## config.mk

```make
export PLATFORM = sky130hd
export DESIGN_NAME = slice_sequencer
export DESIGN_NICKNAME = d
export VERILOG_FILES = /design/src/rtl/slice_sequencer.sv
export SDC_FILE = /design/constraint.sdc
export NUM_CORES = 1
export LEC_CHECK = 0
export CAP_MARGIN = 20
export CORE_UTILIZATION = 45
export CTS_BUF_LIST = sky130_fd_sc_hd__clkbuf_4
export CTS_CLUSTER_SIZE = 20
export DETAILED_ROUTE_END_ITERATION = 8
export GPL_ROUTABILITY_DRIVEN = 0
export PLACE_DENSITY = 0.75
export SYNTH_ARGS = -nofsm -noshare
export SYNTH_HDL_FRONTEND = slang
export SYNTH_SLANG_ARGS = --single-unit
```

## constraint.sdc

```tcl
create_clock -name clock_200 -period 2.55 [get_ports clock_200]
set_input_delay 0.6375 -clock clock_200 [delete_from_list [all_inputs] [get_ports clock_200]]
set_output_delay 0.6375 -clock clock_200 [all_outputs]
set_load 0.05 [all_outputs]
```

## src/rtl/slice_sequencer.sv

```systemverilog
// slice_sequencer: frame sequencer issuing per-stage slice enables ISSUE_GAP cycles apart, with write-back strobes WB_LATENCY later.
// Overrun detection is included only when SLICE_SEQ_OVERRUN_EN is defined; otherwise overrun is tied low.
module slice_sequencer #(
    parameter int ISSUE_GAP  = 4,
    parameter int WB_LATENCY = 4
) (
    input  logic       clock_200,
    input  logic       reset_n,
    input  logic       sample_strobe,
    input  logic       run,
    input  logic [3:0] num_stages_m1,
    input  logic [4:0] coef_bank,
    input  logic [3:0] log_sel,
    input  logic       overrun_clear,
    output logic       slice_enable,
    output logic [8:0] coefficient_read_adr,
    output logic [3:0] state_read_adr,
    output logic [3:0] state_write_adr,
    output logic       sigma_delta_storage_trigger,
    output logic [3:0] sigma_delta_storage_adr,
    output logic [3:0] log_address,
    output logic       busy,
    output logic       frame_done,
    output logic       overrun
);

    typedef enum logic [1:0] {IDLE, ISSUE, GAP, DRAIN} state_t;

    localparam logic [3:0] GAP_LAST = 4'(ISSUE_GAP - 1);

    state_t     state_q, state_d;
    logic [3:0] stage_q, stage_d;
    logic [3:0] last_q, last_d;
    logic [3:0] gap_cnt_q, gap_cnt_d;
    logic [3:0] log_q, log_d;
    logic [4:0] bank_q, bank_d;
    logic       enable_q, enable_d;
    logic       done_q, done_d;

    logic       wb_valid_q [WB_LATENCY];
    logic [3:0] wb_stage_q [WB_LATENCY];
    logic       wb_fire;
    logic       last_wb;

    assign wb_fire = wb_valid_q[WB_LATENCY-1];
    assign last_wb = wb_fire && (wb_stage_q[WB_LATENCY-1] == last_q);

    always_comb begin
        state_d   = state_q;
        stage_d   = stage_q;
        last_d    = last_q;
        gap_cnt_d = gap_cnt_q;
        log_d     = log_q;
        bank_d    = bank_q;
        enable_d  = 1'b0;
        done_d    = 1'b0;
        case (state_q)
            IDLE: begin
                if (sample_strobe && run) begin
                    state_d  = ISSUE;
                    stage_d  = 4'd0;
                    last_d   = num_stages_m1;
                    bank_d   = coef_bank;
                    log_d    = log_sel;
                    enable_d = 1'b1;
                end
            end
            ISSUE: begin
                gap_cnt_d = 4'd1;
                state_d   = (stage_q == last_q) ? DRAIN : GAP;
            end
            GAP: begin
                if (gap_cnt_q == GAP_LAST) begin
                    state_d  = ISSUE;
                    stage_d  = stage_q + 4'd1;
                    enable_d = 1'b1;
                end else begin
                    gap_cnt_d = gap_cnt_q + 4'd1;
                end
            end
            DRAIN: begin
                // Only the final stage can write back here because WB_LATENCY <= ISSUE_GAP.
                if (last_wb) begin
                    state_d = IDLE;
                    done_d  = 1'b1;
                end
            end
            default: state_d = IDLE;
        endcase
    end

    always_ff @(posedge clock_200) begin
        if (!reset_n) begin
            state_q   <= IDLE;
            stage_q   <= 4'd0;
            last_q    <= 4'd0;
            gap_cnt_q <= 4'd0;
            log_q     <= 4'd0;
            bank_q    <= 5'd0;
            enable_q  <= 1'b0;
            done_q    <= 1'b0;
        end else begin
            state_q   <= state_d;
            stage_q   <= stage_d;
            last_q    <= last_d;
            gap_cnt_q <= gap_cnt_d;
            log_q     <= log_d;
            bank_q    <= bank_d;
            enable_q  <= enable_d;
            done_q    <= done_d;
        end
    end

    // Write-back pipeline: {valid, stage} delayed WB_LATENCY cycles behind the issue.
    for (genvar gi = 0; gi < WB_LATENCY; gi++) begin : g_wb
        if (gi == 0) begin : g_head
            always_ff @(posedge clock_200) begin
                if (!reset_n) begin
                    wb_valid_q[0] <= 1'b0;
                    wb_stage_q[0] <= 4'd0;
                end else begin
                    wb_valid_q[0] <= enable_q;
                    wb_stage_q[0] <= stage_q;
                end
            end
        end else begin : g_tail
            always_ff @(posedge clock_200) begin
                if (!reset_n) begin
                    wb_valid_q[gi] <= 1'b0;
                    wb_stage_q[gi] <= 4'd0;
                end else begin
                    wb_valid_q[gi] <= wb_valid_q[gi-1];
                    wb_stage_q[gi] <= wb_stage_q[gi-1];
                end
            end
        end
    end

`ifdef SLICE_SEQ_OVERRUN_EN
    logic overrun_q, overrun_d;

    always_comb begin
        overrun_d = overrun_q;
        if (sample_strobe && (state_q != IDLE)) begin
            overrun_d = 1'b1;
        end else if (overrun_clear) begin
            overrun_d = 1'b0;
        end
    end

    always_ff @(posedge clock_200) begin
        if (!reset_n) begin
            overrun_q <= 1'b0;
        end else begin
            overrun_q <= overrun_d;
        end
    end

    assign overrun = overrun_q;
`else
    logic unused_overrun_clear;
    assign unused_overrun_clear = overrun_clear;
    assign overrun              = 1'b0;
`endif

    assign slice_enable                = enable_q;
    assign coefficient_read_adr        = {bank_q, stage_q};
    assign state_read_adr              = stage_q;
    assign sigma_delta_storage_trigger = wb_fire;
    assign state_write_adr             = wb_stage_q[WB_LATENCY-1];
    assign sigma_delta_storage_adr     = wb_stage_q[WB_LATENCY-1];
    assign log_address                 = log_q;
    assign busy                        = (state_q != IDLE);
    assign frame_done                  = done_q;

endmodule

```

==> summary.txt <==
Status
  • Status: finished, final reports clean

Pwr
  • Share of power burned in registers: 56.4%
  • Switching part of the total: 29.3%
  • Leakage power of the design: 0.856 nW
  • Proportion of power drawn by the clock network: 26.6%
  • Power per Cell Area: 583 mW/mm^2
  • Internal: 0.939 mW
  • Switch Pwr: 0.390 mW
  • VDD IR-drop max: a little under 0.0004 V
  • Part of the total power dissipated in combinational logic: 17.0%

Global route
  • Global-route wire length before repair: between 5000 and 6000 um
  • Total track usage: 17.2%
  • Grt total ovfl: 0
  • Vias in the first global route: roughly 1300
  • Pin count of the biggest net entering global routing: 33
  • Initial antenna violation count: 0

Placed design
  • Number of placed instances with taps included: 267
  • Count of buffers inserted at the top-level ports: 45
  • HPWL Detailed: roughly 2300 um

Worst setup path
  • Slowest cell delay on critical path: 0.87 ns
  • Nature of the critical path startpoint: register
  • Ordered cell list for the critical path: clkdlybuf4s50_1
  • Worst EP required: approximately 1.9 ns
  • Slack of the worst reg-to-reg path: 0.98 ns
  • Max stage delay cell, worst path: clkdlybuf4s50_1
  • Cell family contributing the most delay on the critical path: buffers and inverters
  • Count of buffering cells on the critical path with inverters included: 1
  • Worst Setup Path Type: register to output port
  • Arrival time of the worst setup path: 1.75 ns
  • CP endpoint kind: output port
  • Crit path max fanout: 8

CTS
  • Number of clock sinks: 45
  • Clock slew at reported path FFs: 0.14 ns
  • Number of buffers added by the clock tree synthesis step: 5
  • Total of cells resized after clock tree synthesis: 0
  • Clock tree root buffer cell: clkbuf_4
  • Clock tree from TritonCTS: done
  • Clock latency at the later pin of the worst-skew pair: between 0.3 and 0.4 ns
  • Post-CTS Setup Inserts: 0
  • Count of H-tree levels built during CTS: 2
  • Clock Path Buffers: 2
  • Hold Buf Count CTS: 0

STA
  • Number of pins with negative max-slew slack in the final report: 0
  • Total Negative Setup Slacks: 0 ns
  • Hold Violations, Final: 0
  • Final count of negative-setup-slack endpoints: 0
  • Worst-case clock skew: around 0.012 ns
  • Unrepaired setup endpoints after global routing: no
  • Slew Limit Headroom: between 60% and 70%
  • Minimum clock period: 2.39 ns
  • Ratio of final minimum period to clock period: between 90% and 100%
  • Slew at the pin closest to its max-slew limit: 0.508 ns
  • Max frequency: 0.419 GHz

Cells and area
  • Post-Route Utilization: 61.3%
  • Number of nets at the end of the flow: approximately 250
  • Layout Area Growth over Synthesis: 28.0%
  • Filler cells: 340
  • Number of inserted diodes: 0
  • Layout cell share with drive strength beyond 1: 7.49%
  • Cell Count, Final, Fillers Out: 275

Yosys
  • Dominant cell by count in the synthesized netlist: dfxtp_1
  • Part of the Yosys area used for sequential elements: 50.6%
  • Count of mapped cells out of synthesis: 188
  • Cell variety after synth: 36
  • Synth Register Bits: 45
  • Nets in the synthesized netlist: 208
  • Leading area contributor after synthesis: dfxtp_1
  • Most common flop cell mapped by yosys: dfxtp_1
  • Ys Warns: 0
  • Share of synthesized flip-flops with an asynchronous set or reset: 0%
  • Dominant cells by area after synthesis: dfxtp_1 (51%), and2_1 (7.4%), a21boi_0 (6.7%)
  • Mean Syn Cell Area: between 9 and 10 um^2
  • Leading cell types by count after synthesis: dfxtp_1 (45), nand2_1 (31), and2_1 (21)
  • Area share of the largest cell type after synthesis: 50.6%
  • Number of synthesized flops with an enable pin: 0
  • Post-synthesis instance area: between 0.0015 and 0.002 mm^2

Floorplanning
  • Area of the core region: 0.00372 mm^2
  • Width of the die: between 60 and 70 um
  • Y dimension of the die: 64.9 um
  • Area of the die: 0.00421 mm^2
  • IO Count: 48
  • Effective utilization at floorplan: between 40 and 50%
  • Number of placement rows: 22

Route
  • Per-cell routed wire length: roughly 12 um
  • Drt first-iter violations: 75
  • TritonRoute pass-1 iters: 4
  • Count of nets left with antenna violations after detail routing: 0
  • Overall routed net length: about 3200 um
  • DR vias/cell: between 4 and 5
  • Via count of the routed design: 1351
  • Post-route DRC: 0

Worst hold path
  • Path type of the worst min-delay path: register to register

Job
  • Count of maximum capacitance violations: 0
==> registers in the layout, summed over array words and instances, names as in the netlist <==
register,cells
bank_q,5
frame_done,1
gap_cnt_q,4
last_q,4
log_address,4
slice_enable,1
state_q,2
state_read_adr,4
wb_stage_q,16
wb_valid_q,4
==> power by group through the flow <==
| stage | combinational [mW] | clock (mW) | sequential (mW) |
|---|---|---|---|
| after global placement | 0.225 | 0 | 0.764 |
| final | 0.225 | 0.354 | 0.749 |
| after detailed placement | 0.228 | 0 | 0.765 |
| after global routing | 0.245 | 0.397 | 0.754 |
| after floorplan | 0.121 | 0 | 0.793 |
| after CTS | 0.228 | 0.366 | 0.749 |
==> kinds of logic (layout without fill, tap and decap cells) <==
logic type	count (synthesis)	count (layout)	synth area share [%]
other cells	1	1	0.211
flops	45	45	50.6
simple gates	79	79	24.7
xor+xnor	8	8	3.93
compound gates	34	34	13.1
fa+ha+maj	2	2	1.41
buf+inv	19	58	6.11
==> final cells by class <==
type | count | area, um^2 | share of cell area [%]
flip-flops and latches | 45 | 901 | 39.5
multi-input cells | 124 | 771 | 33.8
repair buffers | 48 | 475 | 20.9
well taps | 48 | 60.1 | 2.64
clock buffers | 5 | 37.5 | 1.65
clock inverters | 3 | 26.3 | 1.15
inverters | 2 | 7.51 | 0.329
==> metal layers <==
layer	GRT usage, %	share of wire, %
met1	20.9	48
met2	28.0	45
met3	5.81	5.6
met4	5.83	1.1
met5	0	0
==> per-stage QoR <==
stage	area, um^2	hold slack [ns]	setup slack [ns]	power, mW
after CTS	2280	0.445	0.0250	1.34
after global routing	2280	0.464	0.0978	1.40
after global placement	2210	0.414	0.450	0.989
final	2280	0.440	0.162	1.33
after detailed placement	2210	0.417	0.436	0.993
after floorplan	1780	0.412	0.888	0.914
==> placed cells by master (no fill, tap or decap), types with 2 or more instances in the layout <==
| master | instances |
|---|---|
| and2_1 | 21 |
| a31oi_1 | 3 |
| a21boi_0 | 16 |
| nor2b_1 | 5 |
| dfxtp_1 | 45 |
| o21ai_0 | 5 |
| ha_1 | 2 |
| xnor2_1 | 4 |
| nand3_1 | 3 |
| nand2_1 | 31 |
| or3_1 | 2 |
| nor2_1 | 2 |
| xor2_1 | 4 |
| a21oi_1 | 4 |
| clkdlybuf4s50_1 | 44 |
| clkinv_4 | 2 |
| o211ai_1 | 2 |
| buf_4 | 3 |
| clkbuf_4 | 5 |
| nand2b_1 | 4 |
| inv_1 | 2 |
==> worst paths after layout <==
| kind | start | end | cells past startpoint |
|---|---|---|---|
| setup / recovery | state_read_adr[0]$_SDFFE_PN0P_ | state_read_adr[0] | 1 |
| hold / removal | wb_valid_q[0][1]$_DFF_P_ | wb_valid_q[1][0]$_DFF_P_ | 1 |
| setup reg to reg | gap_cnt_q[1]$_SDFFE_PN0P_ | state_read_adr[3]$_SDFFE_PN0P_ | 5 |
| hold reg to reg | wb_valid_q[0][1]$_DFF_P_ | wb_valid_q[1][0]$_DFF_P_ | 1 |
Note: power is estimated with default switching activity, not from simulation.
==> patch 1: new RTL, same flow settings <==
The parameter `WB_LATENCY` goes from 4 to 2.
--- a/src/rtl/slice_sequencer.sv
+++ b/src/rtl/slice_sequencer.sv
@@ -3,5 +3,5 @@
 module slice_sequencer #(
     parameter int ISSUE_GAP  = 4,
-    parameter int WB_LATENCY = 4
+    parameter int WB_LATENCY = 2
 ) (
     input  logic       clock_200,
Behaviour: not the same (a bounded check fails within 4 cycles, from zero or initial values and one cycle with reset_n low).
==> patch 1 against the unedited design <==
Sequential cell count shrank 10; sequential share of layout area shrank 3.6 points; largest power group unchanged; total power shrank 15%; worst setup slack gained 0.065 ns; final area shrank 14%; synthesized area shrank 17%; first-iteration DRC count shrank 64%; via count shrank 12%; wire length shrank 4.5%; highest routed layer unchanged; non-clock buffer count shrank 1.
==> patch 1: results (changes against the unedited design) <==
- CTS clk-pin slew, worst paths: 0.10 ns (-0.04 ns)
- # H-tree levels: 2 (unchanged)
- First-pass DRT Iterations: 5 (+1)
- Critical path endpoint: coefficient_read_adr[0]
- Reg2Reg Capture Point: state_q[1]
- Multi-input logic area: 655.6 um^2 (-15%)
- Dpl cell area: 0.001892 mm^2 (-14%)
- CP arrival: 1.69 ns (-0.06 ns)
- Routed length on met2: 1430 um (-0.49%)
- GRT Total Usage: 0.2040 (+0.03228)
- DRT met1 WL: 1310 um (-14%)
- HPWL after DPL: 2270 um (-3.2%)
- Nets: 224 (-8.9%)
- # fillers: 296 (-13%)
- Vias per inst: 4.779 (-2.7%)
- Result of the run: finished clean
- Slew @ Worst Pin: 0.5342 ns (+0.02623 ns)
- Largest regs: wb_stage_q x8, bank_q x5
- WHS Path Cells: 1 (unchanged)
- Syn_nets: 185 (-11%)
- Skew final: 0.006358 ns (-0.005764 ns)
- First-pass GRT wire length: 5202 um (-6.8%)
- Leakage: 0.7365 nW (-14%)
- Mean post-synth cell area: 8.933 um^2 (-5.7%)
- Grt met1 use: 0.2330 (+0.02387)
- Largest net degree at the start of global routing: 19 (-42%)
- Vias: 1190 (-12%)
- 1st-iter DRT viols: 27 (-64%)
- Met3 wire length: 250 um (+40%)
- Final min period: 2.324 ns (-0.06467 ns)
- Min-delay src: wb_stage_q[0][0]
- R2R Setup Slk: 1.00 ns (+0.02 ns)
- Hold slack: 0.4398 ns (-0.0004910 ns)
- Post-synthesis sequential area ratio: 0.4754 (-0.03059)
- Clk_lat worst skew: 0.34 ns (-0.03 ns)
- Max IR drop VDD: 0.3357 mV (-16%)
- Drt total wl: 3041 um (-4.5%)
- Ranking of synthesized cells by area: dfxtp_1 (48%), nand2_1 (8.1%), buf_4 (6.1%), a21oi_1 (5.8%), and2_1 (4.7%)
- Hold-critical path endpoint: wb_stage_q[1][0]
==> patch 1: power by group <==
part / internal, mW / total, mW / switching [mW] / leakage [nW]
Sequential: 0.571 / 0.597 / 0.0256 / 0.284
Combinational: 0.0904 / 0.228 / 0.138 / 0.417
Clock: 0.129 / 0.307 / 0.178 / 0.0361
==> patch 1: area by class of cell <==
class | instances | area share
Multi-Input combinational cell | 111 | 0.3359
Clock buffer | 7 | 0.02692
Inverter | 4 | 0.007692
Tap cell | 44 | 0.02821
Timing Repair Buffer | 47 | 0.2397
Clock inverter | 1 | 0.002564
Sequential cell | 35 | 0.3590
==> patch 1: cells by family (layout without fill, tap and decap cells) <==
kind of cell	Yosys count	after routing	share of synthesized area
AND/OR/NAND/NOR	72	72	0.2623
flip-flops	35	35	0.4754
AO/OA/AOI/OAI	26	26	0.1036
buffers and inverters	19	59	0.07979
XOR/XNOR	10	10	0.05942
adder cells (fa/ha/maj)	2	2	0.01698
other	1	1	0.002544
==> patch 2: new RTL, config.mk and constraints unchanged <==
Without the edit above. Take the reset off `stage_q` and load it in a clocked block of its own.
--- a/src/rtl/slice_sequencer.sv
+++ b/src/rtl/slice_sequencer.sv
@@ -93,5 +93,4 @@
         if (!reset_n) begin
             state_q   <= IDLE;
-            stage_q   <= 4'd0;
             last_q    <= 4'd0;
             gap_cnt_q <= 4'd0;
@@ -102,5 +101,4 @@
         end else begin
             state_q   <= state_d;
-            stage_q   <= stage_d;
             last_q    <= last_d;
             gap_cnt_q <= gap_cnt_d;
@@ -110,4 +108,8 @@
             done_q    <= done_d;
         end
+    end
+
+    always_ff @(posedge clock_200) begin
+        stage_q <= stage_d;
     end
 
Check against the original RTL: differs if reset_n is asserted again (counterexample within 10 cycles, from zero or initial values and one cycle with reset_n low); with reset_n held inactive, the same outputs for 10 cycles.
==> patch 2 against the unedited design <==
Sequential cell count is the same; final area decreased by 1.0%; die area fell by 1.2%; worst setup slack improved by 0.032 ns; clock power is 7.9% lower; wire length fell by 2.3%; total power rose by 14%; synthesized area shrank 1.3%; sequential share of layout area rose by 2.2 points; critical path type unchanged.
==> patch 2: results (changes against the unedited design) <==
- Result of the run: finished clean
- Clk_lat worst skew: approximately 0.36 ns
- Pre-CTS WS: 0.4572 ns (+0.02107 ns)
- Vias in the first global route: 1167 (-11%)
- Ant. Diodes: 0 (unchanged)
- Share of post-route cells with drive strength above 1: 0.08482 (+0.009932)
- 1st-iter DRT viols: 63 (-16%)
- Antenna violations before repair: 0 (unchanged)
- Clock root cell: clkbuf_4
- Post-synthesis cell type count: 35 (-2.8%)
- Drt total wl: 3111 um (-2.3%)
- Crit path max fanout: 7 (-1)
- Post-synth EDFFs: 4 (+4)
- Routed wire per std cell: 11.44 um (-1.2%)
- Min-delay src: wb_valid_q[0][1]
- Ranking of synthesized cells by area: dfxtp_1 (47%), and2_1 (7.5%), edfxtp_1 (6.8%), nand2_1 (6.4%), buf_4 (4.7%)
- Max_slew headroom: 0.6644 (+0.004167)
- CTS clk-pin slew, worst paths: 0.13 ns
- Dpl cell area: 0.002196 mm^2 (-0.74%)
- Nets: 243 (-1.2%)
- Number of port buffers: 45 (unchanged)
- Worst R2R Start: gap_cnt_q[0]
- Skew final: 0.01593 ns (+0.003807 ns)
- Largest net degree at the start of global routing: 24 (-27%)
- # H-tree levels: 2 (unchanged)
- Grt met1 use: 0.2126 (+0.003454)
- Worst Hold Class: reg -> reg
- Sequential standard cell area: 940.9 um^2 (+4.4%)
- Max IR drop VDD: 0.4021 mV (+1.1%)
- FFs w/ async S/R, synth: 0 (unchanged)
- Leakage: 0.8457 nW (-1.2%)
- CP top delay family: buffers and inverters
- First-pass GRT wire length: 5299 um (-5.1%)
- First-pass DRT Iterations: 4 (unchanged)
- Met2 global-route usage: 0.2645 (-0.01547)
- Synthesis warning total: 0 (unchanged)
- Cts bufs inserted: 5 (unchanged)
- Worst path slowest cell: clkdlybuf4s50_1
- CTS max path bufs: 2 (unchanged)
- Setup bufs post-CTS: 0 (unchanged)
- Switching share of power: 0.3213 (+0.02803)
- CP arrival: 1.72 ns (-0.03 ns)
- Placed Cells: 264 (-1.1%)
- Most common library cells after synthesis: dfxtp_1 (41), nand2_1 (30), and2_1 (21), a21oi_1 (15), buf_4 (11)
- Post-synthesis sequential area ratio: 0.5352 (+0.02926)
- Grt met3 use: 0.05810 (unchanged)
- HPWL after DPL: 2266 um (-3.3%)
- GRT Total Usage: 0.1679 (-0.003767)
- Crit-path max cell delay: 0.85 ns (-0.02 ns)
- Top_reg_cell synth: dfxtp_1
- Crit path launch: state_read_adr[0]
- Vias: 1293 (-4.3%)
- # fillers: 356 (+4.7%)
- Syn_nets: 202 (-2.9%)
- Cells after synthesis: 182 (-3.2%)
- Largest regs: wb_stage_q x16, bank_q x5
==> patch 2: cell count changes after synthesis, moves of 4 or more <==
cell / change
a21boi_0: -15
a21oi_1: +11
dfxtp_1: -4
edfxtp_1: +4
nor2_1: +5
nor2b_1: -5
==> patch 2: repair_timing <==
action                                  CTS  global route
gates resized for setup                   0             1
hold buffers                              0             0
endpoints found under the setup margin    0             1
hold endpoints to repair                  0             0
==> patch 2: final timing paths <==
check / endpoint / depth (start not counted) / slack, ns
setup reg to reg: state_read_adr[2] / 4 / 0.87
hold / removal: wb_valid_q[1][0] / 1 / 0.45
setup / recovery: state_read_adr[0] / 1 / 0.19
hold reg to reg: wb_valid_q[1][0] / 1 / 0.45
==> patch 2: power by group through the flow <==
stage                     clock, mW  combinational, mW  sequential [mW]
after floorplan                   0              0.230            0.875
after global placement            0              0.383            0.825
after detailed placement          0              0.388            0.826
after CTS                     0.337              0.389            0.810
after global routing          0.369              0.414            0.818
final                         0.326              0.384            0.809
==> patch 2: metal layers <==
metal	up-vias	wire [um]
met4	0	53
met2	26	1447
met1	595	1473
met3	6	136
li1	666	-
met5	-	0
==> patch 2: kinds of logic after synthesis <==
group,after synthesis,synth area share
other cells,1,0.002133
compound gates,25,0.08399
simple gates,76,0.2299
xor+xnor,10,0.04982
buf+inv,21,0.07330
mux,2,0.01139
flops,45,0.5352
fa+ha+maj,2,0.01423
==> patch 2: final cells by class <==
| class | count | area share |
|---|---|---|
| well taps | 48 | 0.02664 |
| flip-flops and latches | 45 | 0.4173 |
| inverters | 5 | 0.008324 |
| multi-input cells | 116 | 0.3052 |
| clock inverters | 2 | 0.004994 |
| clock buffers | 6 | 0.01998 |
| repair buffers | 50 | 0.2175 |
